File: src/rtl/i2s_clk_ctrl_pkg.sv
// Shared types and defaults for the I2S master clock controller.
//   i2s_clk_state_t : controller FSM states
//   Def*            : default divider / frame constants
//   cnt_width()     : counter width for a modulo-n counter (at least 1 bit)
package i2s_clk_ctrl_pkg;

  typedef enum logic [1:0] {
    StIdle   = 2'd0,
    StWarmup = 2'd1,
    StRun    = 2'd2,
    StDrain  = 2'd3
  } i2s_clk_state_t;

  localparam int unsigned DefMclkDiv   = 4;
  localparam int unsigned DefSclkDiv   = 4;
  localparam int unsigned DefBitsPerCh = 32;
  localparam int unsigned DefMclkLead  = 8;

  function automatic int unsigned cnt_width(input int unsigned n);
    return (n > 1) ? $clog2(n) : 1;
  endfunction

endpackage

File: src/rtl/i2s_clk_ctrl_div_cnt.sv
// Modulo-N counter with synchronous clear and increment enable.
//   clk_i      : system clock
//   rst_n      : synchronous active-low reset
//   clr_i      : force count to 0 on next edge (wins over inc_i)
//   inc_i      : advance by one, wrapping N-1 -> 0
//   cnt_o      : current count
//   cnt_next_o : value the count takes on the next edge
//   wrap_o     : inc_i while at N-1 (count wraps on the next edge)
module i2s_clk_ctrl_div_cnt
  import i2s_clk_ctrl_pkg::*;
#(
  parameter int unsigned N = 4,
  parameter int unsigned W = cnt_width(N)
) (
  input  logic         clk_i,
  input  logic         rst_n,
  input  logic         clr_i,
  input  logic         inc_i,
  output logic [W-1:0] cnt_o,
  output logic [W-1:0] cnt_next_o,
  output logic         wrap_o
);

  logic [W-1:0] cnt_q, cnt_d;

  always_comb begin
    wrap_o = inc_i && (cnt_q == W'(N - 1));
    cnt_d  = cnt_q;
    if (clr_i) begin
      cnt_d = '0;
    end else if (inc_i) begin
      cnt_d = wrap_o ? '0 : cnt_q + W'(1);
    end
  end

  always_ff @(posedge clk_i) begin
    if (!rst_n) begin
      cnt_q <= '0;
    end else begin
      cnt_q <= cnt_d;
    end
  end

  assign cnt_o      = cnt_q;
  assign cnt_next_o = cnt_d;

endmodule

File: src/rtl/i2s_clk_ctrl.sv
// Master-mode I2S timing controller: derives mclk, sclk and lrck from clk and issues
// single-cycle sclk_rise / sclk_fall / frame_start strobes for the rx/tx shifters.
//   clk, rst_n  : system clock, synchronous active-low reset
//   en          : level request to run; stopping waits for the end of the current frame
//   running     : controller not idle
//   mclk/sclk   : codec master clock / bit clock
//   lrck        : word select, 0 = left, 1 = right
//   sclk_rise   : rx sample strobe; sclk_fall : tx shift strobe
//   frame_start : first cycle of the left channel
//   bit_idx     : sclk period index within the current channel
module i2s_clk_ctrl
  import i2s_clk_ctrl_pkg::*;
#(
  parameter int unsigned MCLK_DIV    = DefMclkDiv,
  parameter int unsigned SCLK_DIV    = DefSclkDiv,
  parameter int unsigned BITS_PER_CH = DefBitsPerCh,
  parameter int unsigned MCLK_LEAD   = DefMclkLead
) (
  input  logic                           clk,
  input  logic                           rst_n,
  input  logic                           en,
  output logic                           running,
  output logic                           mclk,
  output logic                           sclk,
  output logic                           lrck,
  output logic                           sclk_rise,
  output logic                           sclk_fall,
  output logic                           frame_start,
  output logic [$clog2(BITS_PER_CH)-1:0] bit_idx
);

  if (MCLK_DIV < 2 || (MCLK_DIV % 2) != 0) begin : g_bad_mclk_div
    $error("MCLK_DIV must be even and >= 2");
  end
  if (SCLK_DIV < 2 || (SCLK_DIV % 2) != 0) begin : g_bad_sclk_div
    $error("SCLK_DIV must be even and >= 2");
  end
  if (BITS_PER_CH < 2) begin : g_bad_bits_per_ch
    $error("BITS_PER_CH must be >= 2");
  end
  if (MCLK_LEAD < 1) begin : g_bad_mclk_lead
    $error("MCLK_LEAD must be >= 1");
  end

  localparam int unsigned McW = cnt_width(MCLK_DIV);
  localparam int unsigned ScW = cnt_width(SCLK_DIV);
  localparam int unsigned BcW = $clog2(BITS_PER_CH);
  localparam int unsigned LdW = cnt_width(MCLK_LEAD);

  localparam logic [McW-1:0] McHalf = McW'(MCLK_DIV / 2);
  localparam logic [ScW-1:0] ScHalf = ScW'(SCLK_DIV / 2);

  i2s_clk_state_t state_q, state_d;
  logic           ch_q, ch_d;
  logic           run_d, cnt_clr, frame_last;

  logic           mc_inc, sc_inc, bc_inc, lead_inc;
  logic           mc_wrap, sc_wrap, bc_wrap, lead_wrap;
  logic [McW-1:0] mc_q, mc_d;
  logic [ScW-1:0] sc_q, sc_d;
  logic [BcW-1:0] bc_q, bc_d;
  logic [LdW-1:0] lead_q, lead_d;

  logic mclk_q, mclk_d, sclk_q, sclk_d, lrck_q, lrck_d;
  logic rise_q, rise_d, fall_q, fall_d, fs_q, fs_d;

  // Counter cascade: mc always runs outside idle; sc/bc/ch only while the link runs;
  // lead only during warm-up.
  assign mc_inc   = (state_q != StIdle);
  assign sc_inc   = ((state_q == StRun) || (state_q == StDrain)) && mc_wrap;
  assign bc_inc   = sc_wrap;
  assign lead_inc = (state_q == StWarmup) && mc_wrap;

  // Last clk cycle of the right channel: every counter is about to wrap.
  assign frame_last = ch_q && bc_wrap;

  always_comb begin
    state_d = state_q;
    unique case (state_q)
      StIdle: begin
        if (en) state_d = StWarmup;
      end
      StWarmup: begin
        if (!en) begin
          state_d = StIdle;
        end else if (lead_wrap) begin
          state_d = StRun;
        end
      end
      StRun: begin
        // A request to stop on the final cycle of a frame has nothing left to drain.
        if (!en) state_d = frame_last ? StIdle : StDrain;
      end
      StDrain: begin
        if (en) begin
          state_d = StRun;
        end else if (frame_last) begin
          state_d = StIdle;
        end
      end
      default: state_d = StIdle;
    endcase
  end

  assign cnt_clr = (state_d == StIdle);
  assign ch_d    = cnt_clr ? 1'b0 : (ch_q ^ bc_wrap);

  i2s_clk_ctrl_div_cnt #(.N(MCLK_DIV), .W(McW)) u_mc_cnt (
    .clk_i(clk), .rst_n(rst_n), .clr_i(cnt_clr), .inc_i(mc_inc),
    .cnt_o(mc_q), .cnt_next_o(mc_d), .wrap_o(mc_wrap)
  );

  i2s_clk_ctrl_div_cnt #(.N(SCLK_DIV), .W(ScW)) u_sc_cnt (
    .clk_i(clk), .rst_n(rst_n), .clr_i(cnt_clr), .inc_i(sc_inc),
    .cnt_o(sc_q), .cnt_next_o(sc_d), .wrap_o(sc_wrap)
  );

  i2s_clk_ctrl_div_cnt #(.N(BITS_PER_CH), .W(BcW)) u_bc_cnt (
    .clk_i(clk), .rst_n(rst_n), .clr_i(cnt_clr), .inc_i(bc_inc),
    .cnt_o(bc_q), .cnt_next_o(bc_d), .wrap_o(bc_wrap)
  );

  i2s_clk_ctrl_div_cnt #(.N(MCLK_LEAD), .W(LdW)) u_lead_cnt (
    .clk_i(clk), .rst_n(rst_n), .clr_i(cnt_clr), .inc_i(lead_inc),
    .cnt_o(lead_q), .cnt_next_o(lead_d), .wrap_o(lead_wrap)
  );

  // Outputs are decoded from next-state counters so the registered value lines up
  // with the counter state of the same cycle.
  always_comb begin
    run_d  = (state_d == StRun) || (state_d == StDrain);
    mclk_d = (state_d != StIdle) && (mc_d >= McHalf);
    sclk_d = run_d && (sc_d >= ScHalf);
    lrck_d = run_d && ch_d;
    fall_d = run_d && (mc_d == '0) && (sc_d == '0);
    rise_d = run_d && (mc_d == '0) && (sc_d == ScHalf);
    fs_d   = fall_d && (bc_d == '0) && !ch_d;
  end

  always_ff @(posedge clk) begin
    if (!rst_n) begin
      state_q <= StIdle;
      ch_q    <= 1'b0;
      mclk_q  <= 1'b0;
      sclk_q  <= 1'b0;
      lrck_q  <= 1'b0;
      rise_q  <= 1'b0;
      fall_q  <= 1'b0;
      fs_q    <= 1'b0;
    end else begin
      state_q <= state_d;
      ch_q    <= ch_d;
      mclk_q  <= mclk_d;
      sclk_q  <= sclk_d;
      lrck_q  <= lrck_d;
      rise_q  <= rise_d;
      fall_q  <= fall_d;
      fs_q    <= fs_d;
    end
  end

  assign running     = (state_q != StIdle);
  assign mclk        = mclk_q;
  assign sclk        = sclk_q;
  assign lrck        = lrck_q;
  assign sclk_rise   = rise_q;
  assign sclk_fall   = fall_q;
  assign frame_start = fs_q;
  assign bit_idx     = bc_q;

  logic unused_lead;
  assign unused_lead = ^lead_q;

endmodule

File: config.mk
export PLATFORM = sky130hd
export DESIGN_NAME = i2s_clk_ctrl
export DESIGN_NICKNAME = d
export VERILOG_FILES = /design/src/rtl/i2s_clk_ctrl_pkg.sv /design/src/rtl/i2s_clk_ctrl_div_cnt.sv /design/src/rtl/i2s_clk_ctrl.sv
export SDC_FILE = /design/constraint.sdc
export NUM_CORES = 1
export LEC_CHECK = 0
export CORE_MARGIN = 4
export CORE_UTILIZATION = 55
export CTS_CLUSTER_DIAMETER = 120
export DETAILED_ROUTE_END_ITERATION = 12
export PLACE_DENSITY = 0.92
export RECOVER_POWER = 50
export SLEW_MARGIN = 40
export SYNTH_ARGS = -nofsm -noshare
export SYNTH_HDL_FRONTEND = slang
export SYNTH_HIERARCHICAL = 1
export SYNTH_SLANG_ARGS = --single-unit
File: constraint.sdc
create_clock -name clk -period 5.85 [get_ports clk]
set_input_delay 1.4625 -clock clk [delete_from_list [all_inputs] [get_ports clk]]
set_output_delay 1.4625 -clock clk [all_outputs]
set_load 0.05 [all_outputs]
-- Word level (Yosys, flattened, before mapping)
Index checks and enable logic that the tools add are counted.
- bits in read-only memories: 0
- RAM bits: 0
- word-level logic and storage cells: 75
- memories kept: 0
- bits of input ports: 3
- bits in latches: 0
- flip-flop bits (word level): 21
- output and inout port bits: 12
- reductions and logical operators: 26
- magnitude comparators: 2
- shift-type cells: 0
- $mul: 0
- div/mod/pow operators: 0
- bitwise logic cells: 2
- multiplexer cells: 19
- equal/unequal tests: 10
- add/sub/neg operators: 4
- operator list (operator ; count):
    2-to-1 mux 2 bit ; 13
    logical AND 1 bit ; 15
    2-to-1 mux 5 bit ; 3
    == test 2 bit, second input constant ; 7
    logical NOT 2 bit ; 4
    case mux 2 bit (4 select lines) ; 1
    adder 5 x 1 -> 5 bit, second input constant ; 1
    == test 5 bit, second input constant ; 1
    logical NOT 5 bit ; 1
    adder 2 x 1 -> 2 bit, second input constant ; 2
    greater-or-equal comparator 2 bit, second input constant ; 2
    nonzero test 2 bit ; 2
    adder 3 x 1 -> 3 bit, second input constant ; 1
    == test 3 bit, second input constant ; 1
    2-to-1 mux 3 bit ; 1
    == test 2 x 1 -> 1 bit, second input constant ; 1
    logical OR 1 bit ; 2
    OR reduction 2 bit ; 1
    logical NOT 1 bit ; 1
    2-to-1 mux 1 bit ; 1
    inverter 1 bit ; 1
    XOR 1 bit ; 1

-- Depth between registers and ports, before layout
Gate-level depths: netlist of the first run.
- depth after elaboration: 16
- depth in mapped cells: 13
- gate-level depth less buffers: 12

-- Cells and area by module
The synthesis of the first run kept the hierarchy.
- by module, submodules not included (module ; cells each ; instances ; area each (µm²)):
    i2s_clk_ctrl ; 35 ; 1 ; 365.4
    i2s_clk_ctrl_div_cnt (u_bc_cnt) ; 30 ; 1 ; 280.3
    i2s_clk_ctrl_div_cnt (u_mc_cnt ...) ; 12 ; 2 ; 107.6
    i2s_clk_ctrl_div_cnt (u_lead_cnt) ; 18 ; 1 ; 163.9

-- Worst setup path before layout of the first run
OpenSTA, ideal clock, no wires.
- path type: register -> register
- start point: register u_bc_cnt.cnt_q[0], in the netlist u_bc_cnt/cnt_o[0]
- end point: register fs_q, in the netlist frame_start
- slack: 3.056 ns
- period minus slack after synthesis: 2.794 ns
- arrival time: 2.706 ns
- path buffers: 0
- stages on the path, launching flop included: 12
- path through: dfxtp_1 ha_1 and3_1 ha_1 and2_1 ha_1 and2b_1 nor2_4 nor2_1 nor4b_2 nand2_1 nor4_2
- word-level cells in the longest chain between the ends: 13
- RTL lines (what ; line ; text):
    start, declared ; i2s_clk_ctrl_div_cnt.sv:24 ; logic [W-1:0] cnt_q, cnt_d;
    start signal, assigned ; i2s_clk_ctrl_div_cnt.sv:40 ; cnt_q <= cnt_d;
    == test 5 bit * ; i2s_clk_ctrl_div_cnt.sv:27 ; wrap_o = inc_i && (cnt_q == W'(N - 1));
    logical AND 1 bit * ; i2s_clk_ctrl_div_cnt.sv:27 ;
    net bc_wrap ; i2s_clk_ctrl.sv:58 ; logic mc_wrap, sc_wrap, bc_wrap, lead_wrap;
    logical AND 1 bit * ; i2s_clk_ctrl.sv:75 ; assign frame_last = ch_q && bc_wrap;
    2-to-1 mux 2 bit (on tied branches) ; i2s_clk_ctrl.sv:97, i2s_clk_ctrl.sv:92 ;
    2-to-1 mux 2 bit (on tied branches) ; i2s_clk_ctrl.sv:95, i2s_clk_ctrl.sv:92 ;
    case mux 2 bit (4 select lines) * ; i2s_clk_ctrl.sv:79 ; unique case (state_q)
    logical NOT 2 bit * ; i2s_clk_ctrl.sv:105 ; assign cnt_clr = (state_d == StIdle);
    net cnt_clr ; i2s_clk_ctrl.sv:55 ; logic run_d, cnt_clr, frame_last;
    2-to-1 mux 2 bit * ; i2s_clk_ctrl_div_cnt.sv:29 ; if (clr_i) begin
    net mc_d[1] ; i2s_clk_ctrl.sv:59 ; logic [McW-1:0] mc_q, mc_d;
    logical NOT 2 bit * ; i2s_clk_ctrl.sv:135 ; fall_d = run_d && (mc_d == '0) && (sc_d == '0);
    logical AND 1 bit * (2 in series) ; i2s_clk_ctrl.sv:135 ;
    logical AND 1 bit * (2 in series) ; i2s_clk_ctrl.sv:137 ; fs_d = fall_d && (bc_d == '0) && !ch_d;
    end signal, assigned ; i2s_clk_ctrl.sv:158 ; fs_q <= fs_d;
    end, declared ; i2s_clk_ctrl.sv:65 ; logic rise_q, rise_d, fall_q, fall_d, fs_q, fs_d;
Mark *: on every way through the listed nets, which the timed path passes. The rest lies on a longest branch.
A chain may end at the register's enable or synchronous reset.

-- Final worst setup path of the first run
- start point: register state_q[1]
- end point: register fs_q, in the netlist frame_start
- word-level cells in the longest chain between the ends: 16
- RTL lines (what ; line ; text):
    start, declared ; i2s_clk_ctrl.sv:53 ; i2s_clk_state_t state_q, state_d;
    start signal, assigned ; i2s_clk_ctrl.sv:142 ; state_q <= StIdle;
    start signal, assigned ; i2s_clk_ctrl.sv:151 ; state_q <= state_d;
    nonzero test 2 bit * ; i2s_clk_ctrl.sv:69 ; assign mc_inc = (state_q != StIdle);
    logical AND 1 bit * ; i2s_clk_ctrl_div_cnt.sv:27 ;
    net mc_wrap ; i2s_clk_ctrl.sv:58 ;
    logical AND 1 bit * ; i2s_clk_ctrl.sv:70 ; assign sc_inc = ((state_q == StRun) || (state_q == StDrain)) && mc_wrap;
    net sc_inc ; i2s_clk_ctrl.sv:57 ; logic mc_inc, sc_inc, bc_inc, lead_inc;
    logical AND 1 bit * ; i2s_clk_ctrl_div_cnt.sv:27 ;
    net bc_inc ; i2s_clk_ctrl.sv:57 ;
    logical AND 1 bit * ; i2s_clk_ctrl_div_cnt.sv:27 ;
    net bc_wrap ; i2s_clk_ctrl.sv:58 ;
    (+3 left out) ; n/a ;
    case mux 2 bit (4 select lines) * ; i2s_clk_ctrl.sv:79 ;
    logical NOT 2 bit * ; i2s_clk_ctrl.sv:105 ;
    net cnt_clr ; i2s_clk_ctrl.sv:55 ;
    2-to-1 mux 2 bit * ; i2s_clk_ctrl_div_cnt.sv:29 ;
    net mc_d[1] ; i2s_clk_ctrl.sv:59 ;
    logical NOT 2 bit * ; i2s_clk_ctrl.sv:135 ;
    logical AND 1 bit * (2 in series) ; i2s_clk_ctrl.sv:135 ;
    logical AND 1 bit * (2 in series) ; i2s_clk_ctrl.sv:137 ;
Marks and branches as above.

==> metrics.md, run 1 <==
| Metric | Value |
|---|---|
| Status | finished, final reports clean |
| Relative slew slack | 0.280 |
| Number of port buffers | 14 |
| Die area | 2590 um^2 |
| Horiz. Die Dim | 50.9 um |
| Vias in the first global route | 868 |
| Critical path arrival | 4070 ps |
| Total Power | 0.227 mW |
| Fin. Hold Viols | 0 |
| Max cap viols | 0 |
| Syn avg cell area | 9.72 um^2 |
| Post-Syn Nets | 114 |
| CTS Sinks | 21 |
| Final WL | 2.19 mm |
| Final period util | 0.657 |
| Hold Path Class | flop to flop |
| Placed Cells | 142 |
| CTS H-tree depth | 1 |
| TNS Setup | 0 ps |
| Max clock buf depth | 2 |
| Achievable frequency | 260 MHz |
| Layout net count | 132 |
| GR Overflow Total | 0 |
| Leak | 0.464 nW |
| Post-Syn Instances | 104 |
| Largest net degree at the start of global routing | 20 |
| Max Slew Vio Count | 0 |
| Placer Congestion | 0.788 |
| Post-CTS setup buffer count | 0 |
| DR iter-0 viols | 12 |
| Ant. Diodes | 0 |
| Setup violators final | 0 |
| Clock root buffer | clkbuf_4 |
| Syn-to-layout area delta | 17.7% |
| CP Capture Type | flop |
| Core area | 1730 um^2 |
| Class of the most critical setup path | flop to flop |
| Via count | 816 |
| Synth warnings | 6 |
| DIE HEIGHT | 50.9 um |
| CP required | 6080 ps |
| DR WL/cell | 15.0 um |
| Worst-path maximum fanout | 19 |
| Final Instance Count excl. Fillers | 146 |
| DPL Wire Length | 1.59 mm |
| Fin crit period | 3840 ps |
| Row cnt | 15 |
| Starting Density | 0.586 |
| Worst VDD drop | 142 uV |
| GRT Total Usage | 0.201 |
| CTS tree | yes |
| Drc violations | 0 |
| First-pass detailed-route iteration total | 4 |
| CTS resizes | 0 |
| Final Skew | 3.76 ps |
| Antenna-violating nets left | 0 |
| Core Util, Final | 0.689 |
| First-pass GRT wire length | 3.84 mm |
| Vias per Instance | 5.59 |
| Worst Hold Slack | 486 ps |
| Worst-Skew Late Latency | 310 ps |
| Measured slew at the worst slew-check pin | 1080 ps |
| Mapped cell area | 1010 um^2 |
| Power Dens Cells | 191 nW/um^2 |
| CTS buffer count | 3 |
| Ports | 15 |
| Crit path launch type | flop |
| Layout cells sized above 1 | 0.0661 |
| Worst-path clk slew | 110 ps |
| RSZ-0062 raised after global routing | false |
| Initial antenna violation count | 0 |
| Hold_buf cts | 0 |
[power breakdown]
part	internal [mW]	switching (mW)	total [mW]
Sequential	0.144	0.000623	0.144
Clock	0.0267	0.0442	0.0709
Combinational	0.00492	0.00721	0.0121
[layer usage]
metal,wire (um),GRT usage,vias up
met3,69,0.0437,7
met4,60,0.117,0
met2,1080,0.343,19
met5,0,0,-
met1,976,0.229,391
li1,-,-,399
[registers in the layout (all words and copies together), names as in the netlist]
register          flops
u_bc_cnt/cnt_o        5
u_lead_cnt/cnt_o      3
state_q               2
u_mc_cnt/cnt_o        2
u_sc_cnt/cnt_o        2
ch_q                  1
frame_start           1
lrck                  1
mclk                  1
sclk                  1
sclk_fall             1
sclk_rise             1
[placed cells by master, fill, tap and decap left out, types with 2 or more instances in the layout]
cell             count
a21oi_1             11
and2_0               6
and2_1               2
and3b_2              2
clkbuf_4             3
clkdlybuf4s50_1     14
dfxtp_1             21
ha_1                 7
mux2i_1              5
nand2_1              4
nand2b_1             9
nand3b_1             2
nor2_1              11
nor2b_1              2
nor3_1               2
nor3b_1              2
or3b_1               4
[metrics by stage]
stage	setup WS [ps]	instance area, um^2
floorplan	3090	1010
global placement	2770	1170
detailed placement	2580	1170
CTS	2650	1200
global route	1670	1190
finish	2010	1190
[critical path, stage by stage, from the launching register on]
cell     delay [ps]
dfxtp_1         440
or2_2           190
and2_0          150
and2_0          220
and2_0          400
and2_0          260
ha_1            180
and2b_1         200
nor2_1          810
nor2_1          200
nor4b_2         330
nand2_1         140
nor4_2          220
[final cells by class]
class                           instances  area, um^2
Tap cell                               25        31.3
Fill cell                             134         537
Timing Repair Buffer                   14         140
Clock buffer                            4        26.3
Multi-Input combinational cell         82         572
Sequential cell                        21         420
[final timing paths]
| kind | from | endpoint | slack (ps) | cells after the start |
|---|---|---|---|---|
| setup / recovery | state_q[1] | frame_start | 2010 | 12 |
| hold / removal | u_lead_cnt/cnt_o[2] | u_lead_cnt/cnt_o[2] | 490 | 2 |
| setup reg to reg | state_q[1] | frame_start | 2010 | 12 |
| hold reg to reg | u_lead_cnt/cnt_o[2] | u_lead_cnt/cnt_o[2] | 490 | 2 |
No activity file was read; power rests on OpenSTA's default activity.
==> inputs of run 2 (changes only) <==
CORE_UTILIZATION = 52   (was 55)
PLACE_DENSITY = 0.88   (was 0.92)
clock period = 3.7 ns   (was 5.85 ns; I/O delays follow)
==> metrics.md, run 2 (synthesis gave the netlist of run 1 again) <==
| Metric | Value |
|---|---|
| Max Slew Vio Count | 0 |
| Final period util | 0.830 |
| RSZ-0062 raised after global routing | false |
| Worst-path clk slew | 110 ps |
| Die area | 2710 um^2 |
| Drc violations | 0 |
| CTS tree | yes |
| Initial antenna violation count | 0 |
| Number of port buffers | 14 |
| Worst VDD drop | 223 uV |
| Via count | 790 |
| First-pass detailed-route iteration total | 4 |
| Vias in the first global route | 829 |
| DPL Wire Length | 1.43 mm |
| Setup violators final | 0 |
| GRT Total Usage | 0.167 |
| Achievable frequency | 326 MHz |
| CTS Sinks | 21 |
| Syn-to-layout area delta | 18.9% |
| TNS Setup | 0 ps |
| DIE HEIGHT | 52.1 um |
| Total Power | 0.353 mW |
| Core area | 1780 um^2 |
| Placer Congestion | 0.830 |
| Ports | 15 |
| Clock root buffer | clkbuf_4 |
| CP required | 3920 ps |
| Worst-Skew Late Latency | 300 ps |
| CTS H-tree depth | 1 |
| DR WL/cell | 12.4 um |
| Fin crit period | 3070 ps |
| Fin. Hold Viols | 0 |
| Measured slew at the worst slew-check pin | 508 ps |
| Placed Cells | 142 |
| Final Instance Count excl. Fillers | 146 |
| Critical path arrival | 3290 ps |
| CTS buffer count | 3 |
| Leak | 0.514 nW |
| Crit path launch type | flop |
| Core Util, Final | 0.674 |
| DR iter-0 viols | 13 |
| Layout net count | 132 |
| Vias per Instance | 5.41 |
| Class of the most critical setup path | flop to flop |
| Starting Density | 0.567 |
| Worst-path maximum fanout | 19 |
| Power Dens Cells | 294 nW/um^2 |
| CTS resizes | 0 |
| Largest register FFs | 5 |
| Max cap viols | 0 |
| Commonest cells after routing, fill and taps aside | 21 x dfxtp_1, 12 x dlygate4sd3_1, 10 x a21oi_1, 10 x nor2_1, 9 x nand2b_1 |
| Status | finished, final reports clean |
| GR Overflow Total | 0 |
| Layout cells sized above 1 | 0.0909 |
| Max clock buf depth | 2 |
| CP Capture Type | flop |
| Relative slew slack | 0.660 |
| First-pass GRT wire length | 3.39 mm |
| Final Skew | 5.40 ps |
| Horiz. Die Dim | 52.1 um |
| Ant. Diodes | 0 |
| Antenna-violating nets left | 0 |
| Final WL | 1.81 mm |
| Hold Path Class | flop to flop |
| Row cnt | 15 |
| Post-CTS setup buffer count | 0 |
| Commonest non-fill, non-tap cell in the layout | dfxtp_1 |
| Hold_buf cts | 0 |
| Largest net degree at the start of global routing | 20 |
==> run 2: metal layers <==
layer | GRT usage | routed length, um
met1 | 0.181 | 774
met2 | 0.297 | 916
met3 | 0.0372 | 74
met4 | 0.0917 | 44
met5 | 0 | 0
==> run 2: critical path, cell delays in order, from the launching register on <==
cell and delay, ps:
dfxtp_1 400, or2_2 170, and2_1 130, and2_1 180
and2_0 360, and2_0 250, ha_1 170, and2b_1 220
nor2_4 330, nor2_1 140, nor4b_2 280, nand2_1 140
nor4_2 200
==> run 2: final cells by class <==
| class | count | area [um^2] |
|---|---|---|
| timing repair buffer | 14 | 140 |
| tap | 25 | 31.3 |
| clock buffer | 3 | 22.5 |
| multi-input combinational | 82 | 583 |
| sequential | 21 | 420 |
| clock inverter | 1 | 5.00 |
| fill | 138 | 581 |
==> run 2: where the power goes <==
group | switching [mW] | internal [mW] | total (mW)
Combinational | 0.0114 | 0.00792 | 0.0193
Sequential | 0.000751 | 0.227 | 0.228
Clock | 0.0660 | 0.0402 | 0.106
Total | 0.0782 | 0.275 | 0.353
==> run 2: metrics by stage <==
stage	area, um^2	hold WS (ps)	setup slack [ps]
2_1_floorplan	1010	450	943
3_3_place_gp	1170	460	855
3_5_place_dp	1170	476	748
4_1_cts	1200	493	724
5_1_grt	1200	529	209
6_report	1200	490	630
==> run 2: path summary, 6_finish.rpt <==
check | startpoint | end | cells past startpoint | slack [ps]
max | state_q[1] | frame_start | 12 | 630
min | u_lead_cnt/cnt_o[2] | u_lead_cnt/cnt_o[2] | 2 | 490
max reg2reg | state_q[1] | frame_start | 12 | 630
min reg2reg | u_lead_cnt/cnt_o[2] | u_lead_cnt/cnt_o[2] | 2 | 490
